===== src/rtl/factorial_pkg.sv =====
`default_nettype none
// +--------------------------------------------------------------------------+
// | factorial_pkg : shared state encoding and widths for the factorial engine |
// | Rev 1.0                                                                  |
// +--------------------------------------------------------------------------+
package factorial_pkg;

  localparam int FACT_DATA_W = 32;

  typedef enum logic [2:0] {
    IDLE  = 3'd0,
    CHECK = 3'd1,
    MULT  = 3'd2,
    DEC   = 3'd3,
    DONE  = 3'd4
  } fact_state_t;

endpackage
`default_nettype wire


===== src/rtl/factorial_seq_multiplier.sv =====
`default_nettype none
// +--------------------------------------------------------------------------+
// | seq_multiplier : shift-add multiplier, one multiplier bit per cycle,      |
// | fixed N_W-cycle latency after i_start. Rev 1.0                           |
// +--------------------------------------------------------------------------+
module seq_multiplier #(
  parameter int DATA_W = 32,
  parameter int N_W    = 5
) (
  input  logic                  clk,
  input  logic                  rst,
  input  logic                  i_start,
  input  logic [DATA_W-1:0]     i_mcand,
  input  logic [N_W-1:0]        i_mplier,
  output logic [DATA_W+N_W-1:0] o_prod,
  output logic                  o_done
);

  localparam int IDX_W  = (N_W > 1) ? $clog2(N_W) : 1;
  localparam int PROD_W = DATA_W + N_W;
  localparam logic [IDX_W-1:0] c_last_idx = IDX_W'(N_W - 1);

  logic              r_busy;
  logic [IDX_W-1:0]  r_idx;
  logic [PROD_W-1:0] r_mcand;
  logic [N_W-1:0]    r_mplier;
  logic [PROD_W-1:0] r_prod;

  always_ff @(posedge clk) begin
    if (rst) begin
      r_busy   <= 1'b0;
      r_idx    <= '0;
      r_mcand  <= '0;
      r_mplier <= '0;
      r_prod   <= '0;
    end else if (i_start) begin
      r_busy   <= 1'b1;
      r_idx    <= '0;
      r_mcand  <= PROD_W'(i_mcand);
      r_mplier <= i_mplier;
      r_prod   <= '0;
    end else if (r_busy) begin
      // Product is wide enough that no partial sum is ever truncated.
      if (r_mplier[r_idx])
        r_prod <= r_prod + (r_mcand << r_idx);
      r_idx <= r_idx + 1'b1;
      if (r_idx == c_last_idx)
        r_busy <= 1'b0;
    end
  end

  assign o_prod = r_prod;
  assign o_done = r_busy && (r_idx == c_last_idx);

endmodule
`default_nettype wire


===== src/rtl/subtractor.sv =====
`default_nettype none
// +--------------------------------------------------------------------------+
// | subtractor : fixed 32-bit combinational a - b                            |
// | Rev 1.0                                                                  |
// +--------------------------------------------------------------------------+
module subtractor (
  input  logic [31:0] a,
  input  logic [31:0] b,
  output logic [31:0] out
);

  assign out = a - b;

endmodule
`default_nettype wire


===== src/rtl/factorial_ctrl.sv =====
`default_nettype none
// +--------------------------------------------------------------------------+
// | factorial_ctrl : iterative n! engine (acc *= cnt, cnt -= 1 until cnt<=1) |
// | Rev 1.0                                                                  |
// +--------------------------------------------------------------------------+
module factorial_ctrl
  import factorial_pkg::*;
#(
  parameter int DATA_W = FACT_DATA_W,
  parameter int N_W    = 5
) (
  input  logic              clk,
  input  logic              rst,
  input  logic              start,
  input  logic [N_W-1:0]    n_in,
  output logic              busy,
  output logic              done,
  output logic [DATA_W-1:0] result,
  output logic              overflow
);

  localparam int PROD_W = DATA_W + N_W;

  fact_state_t       r_state;
  logic [N_W-1:0]    r_cnt;
  logic [DATA_W-1:0] r_acc;
  logic              r_ovf;
  logic              r_busy;
  logic              r_done;
  logic [DATA_W-1:0] r_result;
  logic              r_overflow;

  logic              w_cnt_le1;
  logic              w_mult_start;
  logic              w_mult_done;
  logic [PROD_W-1:0] w_prod;
  logic [31:0]       w_sub_out;
  logic [N_W-1:0]    w_cnt_next;

  assign w_cnt_le1    = (r_cnt <= N_W'(1));
  assign w_mult_start = (r_state == CHECK) && !w_cnt_le1;

  seq_multiplier #(
    .DATA_W (DATA_W),
    .N_W    (N_W)
  ) u_mult (
    .clk      (clk),
    .rst      (rst),
    .i_start  (w_mult_start),
    .i_mcand  (r_acc),
    .i_mplier (r_cnt),
    .o_prod   (w_prod),
    .o_done   (w_mult_done)
  );

  // cnt is at least 2 whenever DEC runs, so the decrement never wraps.
  subtractor u_sub (
    .a   (32'(r_cnt)),
    .b   (32'd1),
    .out (w_sub_out)
  );
  assign w_cnt_next = w_sub_out[N_W-1:0];

  always_ff @(posedge clk) begin
    if (rst) begin
      r_state    <= IDLE;
      r_cnt      <= '0;
      r_acc      <= '0;
      r_ovf      <= 1'b0;
      r_busy     <= 1'b0;
      r_done     <= 1'b0;
      r_result   <= '0;
      r_overflow <= 1'b0;
    end else begin
      r_done <= 1'b0;
      case (r_state)
        IDLE: begin
          if (start) begin
            r_cnt   <= n_in;
            r_acc   <= DATA_W'(1);
            r_ovf   <= 1'b0;
            r_busy  <= 1'b1;
            r_state <= CHECK;
          end
        end
        CHECK: begin
          if (w_cnt_le1) begin
            r_done     <= 1'b1;
            r_result   <= r_acc;
            r_overflow <= r_ovf;
            r_state    <= DONE;
          end else begin
            r_state <= MULT;
          end
        end
        MULT: begin
          if (w_mult_done)
            r_state <= DEC;
        end
        DEC: begin
          r_acc   <= w_prod[DATA_W-1:0];
          r_ovf   <= r_ovf | (|w_prod[PROD_W-1:DATA_W]);
          r_cnt   <= w_cnt_next;
          r_state <= CHECK;
        end
        DONE: begin
          r_busy  <= 1'b0;
          r_state <= IDLE;
        end
        default: begin
          r_busy  <= 1'b0;
          r_state <= IDLE;
        end
      endcase
    end
  end

  assign busy     = r_busy;
  assign done     = r_done;
  assign result   = r_result;
  assign overflow = r_overflow;

endmodule
`default_nettype wire


===== config.mk =====
export PLATFORM = sky130hd
export DESIGN_NAME = factorial_ctrl
export DESIGN_NICKNAME = d
export VERILOG_FILES = /design/src/rtl/factorial_pkg.sv /design/src/rtl/factorial_seq_multiplier.sv /design/src/rtl/subtractor.sv /design/src/rtl/factorial_ctrl.sv
export SDC_FILE = /design/constraint.sdc
export NUM_CORES = 1
export LEC_CHECK = 0
export CORE_UTILIZATION = 65
export DETAILED_ROUTE_END_ITERATION = 16
export PLACE_DENSITY = 0.85
export RECOVER_POWER = 50
export SLEW_MARGIN = 25
export SYNTH_ARGS = -nofsm -noshare
export SYNTH_HDL_FRONTEND = slang
export SYNTH_SLANG_ARGS = --single-unit

===== constraint.sdc =====
create_clock -name clk -period 9.63 [get_ports clk]
set_input_delay 1.926 -clock clk [delete_from_list [all_inputs] [get_ports clk]]
set_output_delay 1.926 -clock clk [all_outputs]
set_load 0.02 [all_outputs]

== Yosys cells after proc, flatten, opt, wreduce, memory -nomap -nowiden ==
Index checks and enable logic that the tools add are counted.
Word-level totals
  output and inout port bits: 35
  memories kept: 0
  flip-flop bits (word level): 154
  bits in latches: 0
  logic and storage cells: 60
  input bits: 8
  bits in writable memories: 0
  bits in read-only memories: 0
Cells by class
  reduce and logical (&&, ||, !) cells: 14
  eq/ne operators: 6
  multipliers: 0
  shifts and indexed selects: 1
  div/mod/pow operators: 0
  add/sub/neg operators: 3
  order comparisons: 2
  muxes and demuxes: 18
  bitwise logic cells: 3
Operators by type and width (count)
  case mux 32 bit (2 select lines): 1
  adder 37 bit: 1
  << shifter 32 x 3 -> 37 bit: 1
  2-to-1 mux 32 bit: 1
  case mux 3 bit (4 select lines): 1
  case mux 5 bit (2 select lines): 1
  AND reduction 2 bit: 5
  2-to-1 mux 3 bit: 3
  2-to-1 mux 1 bit: 7
  == test 3 x 2 -> 1 bit, second input constant: 2
  <= comparator 5 x 1 -> 1 bit, second input constant: 1
  2-to-1 mux 5 bit: 1
  OR reduction 5 bit: 1
  subtractor 5 x 1 -> 5 bit, second input constant: 1
  < comparator 3 x 4 -> 1 bit, second input constant: 1
  case mux 1 bit (2 select lines): 2
  OR reduction 2 bit: 2
  adder 3 x 1 -> 3 bit, second input constant: 1
  binary-select mux 1 bit (select 3 bit): 1
  == test 3 x 1 -> 1 bit, second input constant: 1
  == test 3 bit, second input constant: 1
  zero test 3 bit: 1
  OR reduction 3 bit: 1
  logical AND 1 bit: 2
  other kinds (6): 7

== Depth between registers and ports, before layout ==
Gate-level depths: netlist of run 1.
  word-level depth: 4
  mapped depth: 17
  depth with buffers taken out: 14

== Hierarchy ==
A second synthesis of run 1 with hierarchy kept.
Unflattened totals
  cell total of the unflattened synthesis: 1252
  area, all modules: 10726.5 um^2
Modules (own cells, without submodules)
  seq_multiplier: sequential area each 1561.5 um^2, area each 5957.0 um^2, instances 1, cells each 705
  factorial_ctrl: sequential area each 1521.5 um^2, area each 2954.1 um^2, instances 1, cells each 282
  subtractor: sequential area each 0.0 um^2, area each 1815.5 um^2, instances 1, cells each 265

== Least setup slack after synthesis of run 1 ==
No wires, ideal clock.
  path kind: register to register
  start: register u_mult.r_idx[1]
  end: register u_mult.r_prod[31] (netlist: u_mult.o_prod[31])
  period minus slack after synthesis: 3.633 ns
  path buffers: 2
  arrival time: 3.511 ns
  cell stages (with the launch flop): 14
  library setup time: 0.122 ns
  data required time: 9.508 ns
  setup slack: 5.997 ns
  cell sequence: dfxtp_1 clkbuf_1 mux2_2 mux4_2 ha_1 buf_6 a21o_1 a21o_1 a221oi_2 inv_2 a311o_1 o21ai_2 a2111oi_2 a311o_1
Between the ends
  word-level cells in the longest chain between the ends: 3
  elaborated cells on any way between the ends: 5
  classes of those cells: add/sub (1); shift (1); mux (2); reduce/logical (1)
Ends and longest elaborated chain
  from (decl): line factorial_seq_multiplier.sv:24  | logic [IDX_W-1:0] r_idx;
  from (signal assigned): line factorial_seq_multiplier.sv:46  | r_idx <= r_idx + 1'b1;
  parallel branches: the longest is 3 deep, another holds adder 37 bit
  to (signal assigned): line factorial_seq_multiplier.sv:45  | r_prod <= r_prod + (r_mcand << r_idx);
  to (decl): line factorial_seq_multiplier.sv:27  | logic [PROD_W-1:0] r_prod;
Parallel ways; which one is timed is not known. The select of a mux whose other input is x is not followed.
A chain may end at the register's enable or synchronous reset.

== Worst setup path after layout of run 1 ==
  start: input port rst
  end: register u_mult.r_prod[31] (netlist: u_mult.o_prod[31])
Between the ends
  word-level cells in the longest chain between the ends: 1
Ends and longest elaborated chain
  from (decl): line factorial_ctrl.sv:13  | input logic rst,
  OR reduction 2 bit (no line)
Every way passes these cells.

==> results.tsv, run 1 <==
metric	value	unit
# H-tree levels	4	
CTS Sinks	154	
# rows	42	
Net Sw Frac	0.294	
final net count	1150	
status	complete, but fails checks	
Synth warnings	0	
share of cells above drive strength 1	0.106	
Post-Syn Instances	1103	
worst vdd ir	0.000125	V
DRT Pass-1 Iters	6	
final hold vios	0	
post_cts resized	0	
RR Startpoint	u_mult.r_idx[1]	
clock tree root driver cell	clkbuf_16	
Seq/Total Area, Yosys	0.345	
ANT nets after route	0	
reg2reg setup slack	5420	ps
crit-path most repeated cell	clkbuf_1	
die width	119	µm
total track usage	0.345	
Port-buffer cells	42	
Avg Inst Size Synth	8.10	µm²
Clk pwr share	0.457	
P_leak	3.78	nW
CP startpoint	rst	
area grow syn2layout	11.6	%
Setup Skew	10.2	ps
RSZ-0062 raised after global routing	no	
WHS	441	ps
gpl congestion	0.918	
Starting Density	0.672	
CTS Buf Count	17	
Synth area leader	dfxtp_1	
Mapped Nets	1152	
area share of the largest cell type after synthesis	0.345	
Yosys cell types	77	
drt initial violations	750	
Pint	1.11	mW
Hold Path Class	reg2reg	
largest net degree at the start of global routing	61	
measured slew at the worst slew-check pin	2460	ps
Final Worst Setup Slack	3440	ps
final worst-path cycle share	0.643	
Antenna Cells	0	
Routed wire per std cell	18.5	µm
CTS tree	yes	
hpwl dp	15800	µm
GRT overflow	0	
pre-CTS setup slack	5560	ps
Die Footprint	14200	µm²
reg2reg end	u_mult.o_prod[31]	
fmax	162	MHz
Avg Vias per Cell	6.44	
Synth top cells by count	225 x nand2_1, 154 x dfxtp_1, 138 x a21oi_1	
Core ar.	13300	µm²
Setup Buffers After CTS	0	
Mapped Area	8930	µm²
crit-path cells	clkbuf_1, clkbuf_1, nor2_2, nand3_1, nor3b_1, a311o_1	
setup violation total in the final timing report	0	
vias in the first global route	7889	
CP Class	in2reg	
Slew Limit Fails	156	
sequential share of power	0.422	
Yosys reg bits	154	
worst skew pair latency	430	ps
Critical-path top delay cell	clkbuf_1	
WP data required	9950	ps
CP Capture Type	flip-flop	
Synth Flop Type	dfxtp_1	
crit start category	input port	
power share of the combinational group	0.122	
Fill cells	945	
CP Max Fanout	60	
drt total wl	23900	µm
first-pass GRT wire length	39100	µm
Hold Buf Count CTS	0	
failing checks	max-capacitance violations, max-slew violations	
WP data arrival	6500	ps
relative slew slack	-0.639	
most frequent cell after synthesis	nand2_1	
post-layout min period	6190	ps
number of synthesized flops with an enable pin	0	
Synth area leaders	dfxtp_1 35%, nand2_1 9.5%, a21oi_1 7.7%, ha_1 5.6%, mux4_2 4.8%	
crit path to	u_mult.o_prod[31]	
drt drc	0	
max incr delay on CP	1840	ps
Die Y-Extent	119	µm
Post-synth ARST share	0	
Max Cap Viol	3	
pwr/cell area	157	nW/µm²
initial antenna violation count	0	
Core Util, Final	0.750	
P_sw	460	µW
Worst-path clk slew	70	ps
clk buf depth	2	
setup TNS	0	ps
IO Pins	43	
R2R cell count	11	
Vias	8306	
==> through the flow <==
stage          power [mW]  area [µm²]  instances
5_1_grt              1.61        9970       1290
4_1_cts              1.57        9980       1290
3_5_place_dp        0.857        9340       1258
6_report             1.57        9970       1290
2_1_floorplan       0.815        8930       1103
3_3_place_gp        0.854        9340       1258
==> flip-flops by register name, indices dropped and copies added (netlist names) <==
signal,cells
busy,1
done,1
overflow,1
r_acc,32
r_cnt,5
r_ovf,1
r_state,3
result,32
u_mult.o_prod,37
u_mult.r_busy,1
u_mult.r_idx,3
u_mult.r_mcand,32
u_mult.r_mplier,5
==> worst min path at each step <==
stage | from | end | slack [ps] | cells past startpoint
after global routing | r_ovf | overflow | 470 | 2
after CTS | r_ovf | overflow | 450 | 2
after detailed placement | r_ovf | overflow | 440 | 2
after floorplan | r_ovf | overflow | 430 | 2
final | r_ovf | overflow | 440 | 2
after global placement | r_ovf | overflow | 440 | 2
==> power by group through the flow <==
| stage | logic [mW] | registers [mW] | clock network (mW) |
|---|---|---|---|
| 2_1_floorplan | 0.144 | 0.670 | 0 |
| 4_1_cts | 0.187 | 0.661 | 0.718 |
| 3_3_place_gp | 0.179 | 0.674 | 0 |
| 6_report | 0.191 | 0.661 | 0.716 |
| 3_5_place_dp | 0.182 | 0.675 | 0 |
| 5_1_grt | 0.208 | 0.662 | 0.745 |
==> area by class of cell <==
class	count	area, µm²	share of cell area
clock buffers	18	439	0.0441
clock inverters	14	194	0.0195
inverters	14	52.6	0.00527
multi-input cells	863	5500	0.552
flip-flops and latches	154	3090	0.309
well taps	176	220	0.0221
repair buffers	51	474	0.0476
==> layer usage <==
| layer | vias up | GRT usage | share of wire |
|---|---|---|---|
| met4 | 0 | 0.180 | 0.048 |
| met3 | 85 | 0.0469 | 0.055 |
| li1 | 3948 | - | - |
| met2 | 345 | 0.595 | 0.49 |
| met1 | 3928 | 0.417 | 0.40 |
| met5 | - | 0 | 0 |
==> layout by cell type (no fill, tap or decap), types with 19 or more instances in the layout <==
| cell | instances |
|---|---|
| o21ai_0 | 33 |
| clkdlybuf4s50_1 | 34 |
| a22oi_1 | 33 |
| nand3_1 | 21 |
| mux2_2 | 26 |
| a21o_1 | 26 |
| nand2_1 | 224 |
| nor2_1 | 85 |
| mux4_2 | 19 |
| dfxtp_1 | 152 |
| nor3_1 | 27 |
| ha_1 | 40 |
| a21oi_1 | 138 |
==> kinds of logic (layout without fill, tap and decap cells) <==
group,Yosys count,count (layout),share of synthesized area
AO/OA/AOI/OAI,315,315,0.231
XOR/XNOR,15,15,0.0147
adder cells (fa/ha/maj),41,41,0.0583
buffers and inverters,86,97,0.0398
flip-flops,154,154,0.345
multiplexers,57,57,0.0942
AND/OR/NAND/NOR,435,435,0.217
==> critical path, delay by kind of cell <==
family	cells	cell delay (ps)
AO/OA/AOI/OAI	1	270
AND/OR/NAND/NOR	3	840
buffers and inverters	2	3400
No activity file was read; power rests on OpenSTA's default activity.
==> inputs of run 2 (changes only) <==
--- a/config.mk
+++ b/config.mk
@@ -5,9 +5,9 @@
 export SDC_FILE = /design/constraint.sdc
 export NUM_CORES = 1
 export LEC_CHECK = 0
-export CORE_UTILIZATION = 65
+export CORE_UTILIZATION = 61
 export DETAILED_ROUTE_END_ITERATION = 16
-export PLACE_DENSITY = 0.85
+export PLACE_DENSITY = 0.81
 export RECOVER_POWER = 50
 export SLEW_MARGIN = 25
 export SYNTH_ARGS = -nofsm -noshare
==> constraint.sdc (replaced) <==
create_clock -name clk -period 5.7 [get_ports clk]
set_input_delay 1.14 -clock clk [delete_from_list [all_inputs] [get_ports clk]]
set_output_delay 1.14 -clock clk [all_outputs]
set_load 0.02 [all_outputs]
==> results.tsv, run 2 (synthesis results as in run 1) <==
metric	value	unit
status	complete, but fails checks	
failing checks	max-capacitance violations, max-slew violations	
placed inst area	9360	µm²
Vias	8241	
fin area	9890	µm²
storage element area	3090	µm²
largest net degree at the start of global routing	78	
area grow syn2layout	10.8	%
# H-tree levels	4	
CTS Buf Count	17	
Port-buffer cells	42	
Hold Path Class	reg2reg	
setup TNS	0	ps
clk buf depth	2	
CP Class	reg2reg	
# rows	43	
vias in the first global route	7506	
final worst-path cycle share	0.723	
CTS tree	yes	
Antenna Cells	0	
IO Pins	43	
clock tree root driver cell	clkbuf_16	
Die Y-Extent	123	µm
Worst-path clk slew	70	ps
Die Footprint	15100	µm²
Setup Buffers After CTS	0	
die width	123	µm
CP Max Fanout	43	
crit start category	flip-flop	
fmax	243	MHz
Placed Cells incl. Taps	1262	
Core ar.	14100	µm²
final hold vios	0	
hpwl dp	16300	µm
RSZ-0062 raised after global routing	no	
initial antenna violation count	0	
post-layout min period	4120	ps
WP data arrival	4460	ps
CP Capture Type	flip-flop	
Max Cap Viol	4	
crit-path most repeated cell	a311o_1	
Multi-input gate area	5500	µm²
relative slew slack	-1.16	
Routed wire per std cell	18.3	µm
max FFs per register	37	
CTS Sinks	154	
max incr delay on CP	950	ps
final net count	1150	
Critical-path top delay cell	dfxtp_2	
Core Util, Final	0.702	
Fill cells	1100	
worst skew pair latency	440	ps
crit-path cells	mux2_2, mux4_2, ha_1, a21oi_1, o21ai_1, a221oi_2, inv_2, a311o_1, o21ai_2, a2111oi_2, a311o_1	
ANT nets after route	0	
WHS	450	ps
Layout Cells excl Fill	1294	
drt initial violations	783	
pwr/cell area	255	nW/µm²
CP bufs+invs	1	
Hold Buf Count CTS	0	
GRT overflow	0	
first-pass GRT wire length	38000	µm
share of cells above drive strength 1	0.103	
total track usage	0.326	
Top delay family on crit path	compound AO/OA/AOI/OAI gates	
gpl congestion	0.975	
WP data required	6040	ps
most common library cell in the layout ignoring fill and taps	nand2_1	
Starting Density	0.633	
P_leak	3.75	nW
post_cts resized	0	
most used cells in the layout excluding fill and tap cells	224 x nand2_1, 152 x dfxtp_1, 138 x a21oi_1	
drt drc	0	
drt total wl	23600	µm
Setup Skew	7.84	ps
setup violation total in the final timing report	0	
measured slew at the worst slew-check pin	3240	ps
worst vdd ir	0.000293	V
Avg Vias per Cell	6.37	
DRT Pass-1 Iters	6	
Slew Limit Fails	188	
==> run 2: cell type report <==
type	instances	share of cell area
clock buffers	17	0.0430
clock inverters	15	0.0135
inverters	14	0.00531
multi-input cells	863	0.556
flip-flops and latches	154	0.312
well taps	180	0.0228
repair buffers	51	0.0475
==> run 2: worst min-delay path: cells and delay by family (launching register included) <==
kind	cells	cell delay (ps)
AOI/OAI and AO/OA	1	50
DFF	1	310
and+or+nand+nor	1	50
==> run 2: path summary, 6_finish.rpt <==
kind	startpoint	end	slack (ps)	cells past startpoint
setup / recovery	u_mult.r_idx[1]	u_mult.o_prod[31]	1580	11
hold reg to reg	r_ovf	overflow	450	2
setup reg to reg	u_mult.r_idx[1]	u_mult.o_prod[31]	1580	11
hold / removal	r_ovf	overflow	450	2
==> run 2: metal layers <==
layer  part of all wire  global-route usage  wire [µm]
met1               0.42               0.406       9950
met2               0.48               0.529      11400
met3              0.052              0.0710       1220
met4              0.047               0.172       1120
met5                  0                   0          0
==> run 2: power by group <==
part           internal, mW  leakage [nW]  switching (mW)  total [mW]
registers              1.09          1.24          0.0258        1.12
logic                0.0910          2.24           0.225       0.316
clock network         0.574         0.274           0.513        1.09
==> run 2: per-stage QoR <==
step / power [mW] / worst slack [ps]
after floorplan: 1.38 / 2070
after global placement: 1.45 / 1720
after detailed placement: 1.46 / 1650
after CTS: 2.53 / 1630
after global routing: 2.61 / 1250
final: 2.52 / 1580
